[src/rtl/instr_fetch_ctrl_pkg.sv]
// Shared types and defaults for the instruction fetch sequencer.
package instr_fetch_ctrl_pkg;

  typedef enum logic [1:0] {
    IDLE   = 2'd0,
    RUN    = 2'd1,
    HALTED = 2'd2
  } fetch_state_t;

  // Branch-to-self encoding that stops the fetch stream.
  localparam logic [31:0]  HALT_INSTR_DEF = 32'hEAFF_FFFE;
  localparam int unsigned  RESET_PC_DEF   = 0;

endpackage

[src/rtl/instr_fetch_ctrl_fetch_fifo.sv]
// Shift-register FIFO of {pc, instr} entries. The head is always entry 0,
// so head data comes straight from a flop.
module instr_fetch_ctrl_fetch_fifo #(
  parameter int unsigned DEPTH = 2,
  parameter int unsigned WIDTH = 39,
  parameter int unsigned CW    = $clog2(DEPTH + 1)
) (
  input  logic             clk,
  input  logic             rst,
  input  logic             flush,
  input  logic             push,
  input  logic [WIDTH-1:0] push_data,
  input  logic             pop,
  output logic [WIDTH-1:0] head,
  output logic [CW-1:0]    count,
  output logic             full,
  output logic             empty
);

  localparam int unsigned IW = $clog2(DEPTH);

  logic [WIDTH-1:0] ent [DEPTH];
  logic [IW-1:0]    wr_idx_c;

  // On a simultaneous pop the write slot moves down with the shift.
  assign wr_idx_c = pop ? IW'(count - CW'(1)) : IW'(count);

  always_ff @(posedge clk or posedge rst) begin
    if (rst) begin
      for (int i = 0; i < DEPTH; i++) ent[i] <= '0;
      count <= '0;
    end else if (flush) begin
      count <= '0;
    end else begin
      if (pop) begin
        for (int i = 0; i < DEPTH - 1; i++) ent[i] <= ent[i+1];
      end
      if (push) ent[wr_idx_c] <= push_data;
      count <= count + CW'(push) - CW'(pop);
    end
  end

  assign head  = ent[0];
  assign empty = (count == '0);
  assign full  = (count == CW'(DEPTH));

endmodule

[src/rtl/instr_fetch_ctrl.sv]
// Fetch sequencer: owns the PC, issues word reads to a 1-cycle synchronous
// instruction memory and buffers returned words for decode.
module instr_fetch_ctrl
  import instr_fetch_ctrl_pkg::*;
#(
  parameter int unsigned             ADDR_NUM    = 128,
  parameter int unsigned             ADDR_WIDTH  = $clog2(ADDR_NUM),
  parameter int unsigned             INSTR_WIDTH = 32,
  parameter int unsigned             FIFO_DEPTH  = 2,
  parameter int unsigned             RESET_PC    = RESET_PC_DEF,
  parameter logic [INSTR_WIDTH-1:0]  HALT_INSTR  = INSTR_WIDTH'(HALT_INSTR_DEF)
) (
  input  logic                   clk,
  input  logic                   rst,
  input  logic                   fetch_en,
  input  logic                   redirect_valid,
  input  logic [ADDR_WIDTH-1:0]  redirect_addr,
  output logic                   mem_rd_en,
  output logic [ADDR_WIDTH-1:0]  mem_addr,
  input  logic [INSTR_WIDTH-1:0] mem_rdata,
  output logic                   instr_valid,
  input  logic                   instr_ready,
  output logic [INSTR_WIDTH-1:0] instr,
  output logic [ADDR_WIDTH-1:0]  instr_pc,
  output logic                   halted,
  output logic                   busy
);

  localparam int unsigned CW = $clog2(FIFO_DEPTH + 1);
  localparam int unsigned OW = CW + 1;
  localparam int unsigned EW = ADDR_WIDTH + INSTR_WIDTH;

  fetch_state_t          state;
  logic [ADDR_WIDTH-1:0] pc;
  logic [ADDR_WIDTH-1:0] tag;
  logic                  inflight;

  logic                  pop_c, push_c, halt_hit_c, issue_c;
  logic [OW-1:0]         occ_c;
  logic [CW-1:0]         fifo_count;
  logic                  fifo_full, fifo_empty;
  logic [EW-1:0]         fifo_head;

  function automatic logic [ADDR_WIDTH-1:0] pc_inc(input logic [ADDR_WIDTH-1:0] a);
    return (a == ADDR_WIDTH'(ADDR_NUM - 1)) ? '0 : a + ADDR_WIDTH'(1);
  endfunction

  // Handshake, capture and issue decisions; redirect overrides FIFO credit.
  always_comb begin
    pop_c      = instr_valid & instr_ready & ~redirect_valid;
    push_c     = inflight & ~redirect_valid;
    halt_hit_c = push_c & (mem_rdata == HALT_INSTR);
    occ_c      = OW'(fifo_count) + OW'(inflight) - OW'(pop_c);
    issue_c    = (state == RUN) & (occ_c < OW'(FIFO_DEPTH));
    mem_rd_en  = redirect_valid ? fetch_en : issue_c;
    mem_addr   = redirect_valid ? redirect_addr : pc;
  end

  always_ff @(posedge clk or posedge rst) begin
    if (rst) begin
      state    <= IDLE;
      pc       <= ADDR_WIDTH'(RESET_PC);
      tag      <= '0;
      inflight <= 1'b0;
      halted   <= 1'b0;
    end else if (redirect_valid) begin
      halted <= 1'b0;
      tag    <= redirect_addr;
      if (fetch_en) begin
        state    <= RUN;
        pc       <= pc_inc(redirect_addr);
        inflight <= 1'b1;
      end else begin
        state    <= IDLE;
        pc       <= redirect_addr;
        inflight <= 1'b0;
      end
    end else begin
      // A read issued alongside a halt capture is dropped on return.
      inflight <= issue_c & ~halt_hit_c;
      if (issue_c) begin
        pc  <= pc_inc(pc);
        tag <= pc;
      end
      if (halt_hit_c) begin
        state  <= HALTED;
        halted <= 1'b1;
      end else begin
        case (state)
          IDLE:    if (fetch_en) state <= RUN;
          RUN:     if (!fetch_en) state <= IDLE;
          HALTED:  state <= HALTED;
          default: state <= IDLE;
        endcase
      end
    end
  end

  instr_fetch_ctrl_fetch_fifo #(
    .DEPTH (FIFO_DEPTH),
    .WIDTH (EW),
    .CW    (CW)
  ) u_fetch_fifo (
    .clk       (clk),
    .rst       (rst),
    .flush     (redirect_valid),
    .push      (push_c),
    .push_data ({tag, mem_rdata}),
    .pop       (pop_c),
    .head      (fifo_head),
    .count     (fifo_count),
    .full      (fifo_full),
    .empty     (fifo_empty)
  );

  assign instr_valid = ~fifo_empty;
  assign instr       = fifo_head[INSTR_WIDTH-1:0];
  assign instr_pc    = fifo_head[EW-1:INSTR_WIDTH];
  assign busy        = (state == RUN) | inflight | ~fifo_empty;

  // Credit accounting keeps a capture from landing on a full FIFO.
  assert property (@(posedge clk) disable iff (rst) !(push_c && fifo_full && !pop_c));

endmodule

[config.mk]
export PLATFORM = sky130hd
export DESIGN_NAME = instr_fetch_ctrl
export DESIGN_NICKNAME = d
export VERILOG_FILES = /design/src/rtl/instr_fetch_ctrl_pkg.sv /design/src/rtl/instr_fetch_ctrl_fetch_fifo.sv /design/src/rtl/instr_fetch_ctrl.sv
export SDC_FILE = /design/constraint.sdc
export NUM_CORES = 1
export LEC_CHECK = 0
export BUFFER_PORTS_ARGS = -buffer_cell sky130_fd_sc_hd__buf_2
export CAP_MARGIN = 20
export CORE_MARGIN = 8
export CORE_UTILIZATION = 56
export CTS_CLUSTER_SIZE = 25
export DETAILED_ROUTE_END_ITERATION = 16
export GPL_TIMING_DRIVEN = 1
export PLACE_DENSITY = 0.81
export SLEW_MARGIN = 20
export SYNTH_ARGS = -nofsm -noshare
export SYNTH_HDL_FRONTEND = slang
export SYNTH_HIERARCHICAL = 1
export SYNTH_SLANG_ARGS = --single-unit
[constraint.sdc]
create_clock -name clk -period 3.7 [get_ports clk]
set_input_delay 0 -clock clk [delete_from_list [all_inputs] [get_ports clk]]
set_output_delay 0 -clock clk [all_outputs]
set_load 0.005 [all_outputs]
### Word level (Yosys, flattened, before mapping)

Cells that the tools add are included.

* input bits: 44
* register bits after elaboration: 98
* memories kept: 0
* ROM bits: 0
* output and inout port bits: 50
* latch bits: 0
* memory bits (writable): 0

* add/sub/neg operators: 7
* multipliers: 0
* magnitude comparators: 3
* divide/modulo/power cells: 0
* eq/ne operators: 7
* bitwise logic cells: 12
* reductions and logical operators: 7
* muxes and demuxes: 27
* shifts and indexed selects: 0

Operator list (count)
* $mux W39: 3
* $bwmux W78: 1
* $mux W78: 1
* $mux W7: 8
* $demux W39 S1: 1
* $eq A32 B32 Y1 const B: 1
* $add A7 B1 Y7 const B: 2
* $eq A7 B7 Y1 const B: 2
* $mux W2: 5
* $ne A4 B4 Y1 const B: 2
* $mux W1: 7
* $and A1 B1 Y1: 6
* $pmux W2 S3: 1
* $logic_not A2 Y1: 2
* $reduce_and A2 Y1: 2
* $reduce_bool A2 Y1: 2
* $add A2 B1 Y3: 1
* $lt A3 B2 Y1 const B: 1
* $not A1 Y1: 3
* $sub A3 B1 Y3: 1
* $add A2 B1 Y2: 1
* $eq A2 B1 Y1 const B: 1
* $eq A2 B2 Y1 const B: 1
* $ge A2 B2 Y1 const B: 1
* 6 further kinds: 7

### Longest topological paths before layout

* word-level depth: 12
* mapped depth: 11

### By module

Netlist, hierarchy kept.

Modules (own cells, without submodules)
* instr_fetch_ctrl_fetch_fifo: cells an instance 273, area each 3676.0 um^2, sequential area each 2001.9 um^2, times used 1
* instr_fetch_ctrl: cells an instance 127, area each 1243.7 um^2, sequential area each 450.4 um^2, times used 1

### Worst setup path before layout

No wires, ideal clock.

* kind: register to register
* start: reg u_fetch_fifo.count[1]
* end: reg tag[0]
* setup slack: 0.857 ns
* stages on the path, launching flop included: 11
* clock period less this slack: 2.843 ns
* buffers on the path: 1
* library setup time: 0.125 ns
* arrival: 2.718 ns
* cell sequence: dfrtp_1 nor2_1 nor3b_1 ha_1 nand2b_1 fa_1 and3b_2 and2_2 buf_2 nor2_8 mux2_2

* cells in the longest elaborated chain, start to end: 8

RTL lines
* from (decl): RTL line instr_fetch_ctrl_fetch_fifo.sv:15 `output logic [CW-1:0] count,`
* from (signal assigned): RTL line instr_fetch_ctrl_fetch_fifo.sv:39 `count <= count + CW'(push) - CW'(pop);`
* $logic_not A2 Y1: RTL line instr_fetch_ctrl_fetch_fifo.sv:44 `assign empty = (count == '0);`
* via fifo_empty: RTL line instr_fetch_ctrl.sv:41 `logic fifo_full, fifo_empty;`
* $not A1 Y1: RTL line instr_fetch_ctrl.sv:116 `assign instr_valid = ~fifo_empty;`
* $and A1 B1 Y1 (2 in a row): RTL line instr_fetch_ctrl.sv:50 `pop_c = instr_valid & instr_ready & ~redirect_valid;`
* via pop_c: RTL line instr_fetch_ctrl.sv:38 `logic pop_c, push_c, halt_hit_c, issue_c;`
* $sub A3 B1 Y3: RTL line instr_fetch_ctrl.sv:53 `occ_c = OW'(fifo_count) + OW'(inflight) - OW'(pop_c);`
* $lt A3 B2 Y1: RTL line instr_fetch_ctrl.sv:54 `issue_c = (state == RUN) & (occ_c < OW'(FIFO_DEPTH));`
* $and A1 B1 Y1: RTL line instr_fetch_ctrl.sv:54
* $reduce_bool A2 Y1 (no source line)
* to (signal assigned): RTL line instr_fetch_ctrl.sv:68 `tag <= redirect_addr;`
* to (signal assigned): RTL line instr_fetch_ctrl.sv:83 `tag <= pc;`
* to (decl): RTL line instr_fetch_ctrl.sv:35 `logic [ADDR_WIDTH-1:0] tag;`

The timed path passes the listed nets, and every way through them passes these cells.
A chain may end at the register's enable or synchronous reset.

### Final worst setup path

* start: reg u_fetch_fifo.count[1]
* end: out mem_rd_en

* cells in the longest elaborated chain, start to end: 8

RTL lines
* $logic_not A2 Y1: RTL line instr_fetch_ctrl_fetch_fifo.sv:44
* via fifo_empty: RTL line instr_fetch_ctrl.sv:41
* $not A1 Y1: RTL line instr_fetch_ctrl.sv:116
* $and A1 B1 Y1 (2 in a row): RTL line instr_fetch_ctrl.sv:50
* via pop_c: RTL line instr_fetch_ctrl.sv:38
* $sub A3 B1 Y3: RTL line instr_fetch_ctrl.sv:53
* $lt A3 B2 Y1: RTL line instr_fetch_ctrl.sv:54
* $and A1 B1 Y1: RTL line instr_fetch_ctrl.sv:54
* $mux W1: RTL line instr_fetch_ctrl.sv:55 `mem_rd_en = redirect_valid ? fetch_en : issue_c;`
* to (decl): RTL line instr_fetch_ctrl.sv:18 `output logic mem_rd_en,`

The timed path passes the listed nets, and every way through them passes these cells.

==> impl_metrics.py <==
metrics = {
    "outcome": {
        "status": "complete, no violations",
    },
    "worst_hold_path": {
        "hp-class": "in -> reg",
        "whs_path_depth": 3,
    },
    "power": {
        "ir_drop_uv": 369,
        "p_total_w": 0.00390,
        "powerDensity_nw_per_um2": 685,
        "leakage_nw": 2.47,
    },
    "routing": {
        "ant_nets": 0,
        "drc_errors": 0,
        "viasPerCell": 5.84,
        "vias": 3459,
        "drtPass1Iterations": 4,
        "drt_iter0_drc": 138,
        "wl_per_cell_um": 19.1,
        "routed_wl_um": 11300,
    },
    "critical_path": {
        "cp_max_fo": 7,
        "required_ns": 3.70,
        "cp-start-kind": "register",
        "path_cells": "nor2_1, nor3b_1, ha_1, nand2b_1, fa_1, and3b_2, nand2_2, o21ai_0, buf_2",
        "endpoint_kind": "primary output",
        "cpLargestDelayFamily": "simple AND/OR/NAND/NOR gates",
        "path_class": "reg -> out",
        "critPathSlowestCell": "fa_1",
        "cp_num_buf_inv": 1,
        "path_depth": 9,
        "max_stage_delay_ns": 0.48,
        "cp.arrival_ns": 3.04,
        "ff2ff_setup_slack_ns": 0.68,
        "ff2ff_path_depth": 9,
    },
    "place": {
        "dp_hpwl_um": 7540,
        "port_buffers": 93,
        "place.gp.congestion": 0.826,
    },
    "cells_and_area": {
        "area_growth_pct": 15.9,
        "drive_gt1_share_pct": 34.3,
        "nFillCells": 636,
        "fin_nets": 529,
        "antenna_cells": 0,
    },
    "cts": {
        "clockBufferDepth": 2,
        "ctsResizeCount": 0,
        "cts_setup_buffers": 0,
        "cts.clk_slew.worst_paths_ns": 0.10,
        "htreeDepth": 3,
        "numCtsBuffers": 9,
        "cts_tree": "built",
        "clk_latency_ns": 0.35,
        "root_buffer": "clkbuf_8",
        "clkSinkCount": 98,
    },
    "run": {
        "maxCapViolations": 0,
    },
    "grt": {
        "grt_overflow": 0,
        "antenna_found_initial": 0,
        "grt_first_pass_wirelength_um": 18100,
        "grt_max_degree": 66,
        "grt_usage_pct": 19.1,
        "grt_pass1_vias": 3633,
    },
    "synth": {
        "syn_nets": 449,
        "syn_area_per_cell_um2": 12.3,
        "syn_area_um2": 4910,
        "synthCells": 399,
        "yosys_warnings": 6,
    },
    "timing": {
        "drv_slew": 0,
        "clock_skew_ns": 0.00764,
        "slew_headroom_pct": 44.0,
        "hold_viol_final": 0,
        "setup-tns-final_ns": 0,
        "tightest_slew_ns": 0.840,
        "finalCritPeriodShare_pct": 82.1,
        "finalSetupViolations": 0,
        "fmaxAchievable_ghz": 0.329,
        "min_period_ns": 3.04,
        "grt_setup_unrepaired": "no",
    },
    "floorplan": {
        "pin_count": 94,
        "initial_core_util_pct": 56.9,
        "num_rows": 34,
        "core_um2": 8640,
        "die_h_um": 110,
        "dieWidth_um": 110,
        "dieArea_um2": 12000,
    },
}
[metal layers]
metal | wire length (um) | track usage, %
met2 | 5800 | 32.7
met3 | 615 | 3.81
met5 | 0 | 0
met4 | 151 | 6.65
met1 | 4720 | 23.5
[final timing paths]
path | endpoint | start
setup / recovery | mem_rd_en | u_fetch_fifo/count[1]
hold / removal | pc[1] | redirect_addr[1]
setup reg to reg | tag[5] | u_fetch_fifo/count[1]
hold reg to reg | register | register
max in group asynchronous | asynchronous set/reset pin | rst
min in group asynchronous | tag[2] | rst
[layout make-up]
type | instances | area [um2] | share of cell area, %
clock buffer | 9 | 124 | 2.17
clock inverter | 7 | 100 | 1.76
inverter | 10 | 38.8 | 0.681
multi-input combinational | 227 | 1980 | 34.8
sequential | 98 | 2450 | 43.0
tap | 108 | 135 | 2.37
timing repair buffer | 133 | 866 | 15.2
[worst min-delay path: stages]
cell	delay, ns
buf_2	0.13
mux2i_1	0.08
mux2i_1	0.12
[where the power goes]
part	internal [W]	switching [W]	leakage [nW]
sequential	0.00153	0.000290	1.17
clock	0.000386	0.000386	0.102
combinational	0.000746	0.000564	1.19
[metrics by stage]
stage	hold WS [ns]	area (um2)	instances	util, %	worst slack, ns
after floorplan	-0.0614	4910	399	-	0.869
after global placement	0.142	5120	541	59.3	0.874
after detailed placement	0.157	5120	541	59.3	0.683
after CTS	0.0117	5700	592	66.0	0.647
after global routing	0.0353	5700	592	66.0	0.374
final	0.0261	5700	592	66.0	0.661
[timing repair]
item	CTS	global route
hold buffers	35	0
endpoints found under the hold margin	98	0
setup endpoints to repair	0	0
[cell usage in the layout, fill, tap and decap left out, types with 2 or more instances in the layout]
cell type and instances:
a21oi_1 3, and2_1 2, buf_2 93, buf_4 4, bufinv_16 2, clkbuf_8 9, clkinvlp_4 3, dfrtp_1 98
dlygate4sd3_1 35, ha_1 5, inv_1 9, inv_6 2, mux2_1 10, mux2_2 41, mux2i_1 5, nand2_1 14
nand2_2 2, nand3_1 3, nand4_1 10, nand4b_1 3, nor2_1 5, nor2b_1 2, nor3_1 3, nor4_1 2
o21ai_0 5, o22a_1 78, xnor2_1 2, xor2_1 6
Power figures use the tool's default switching activity.
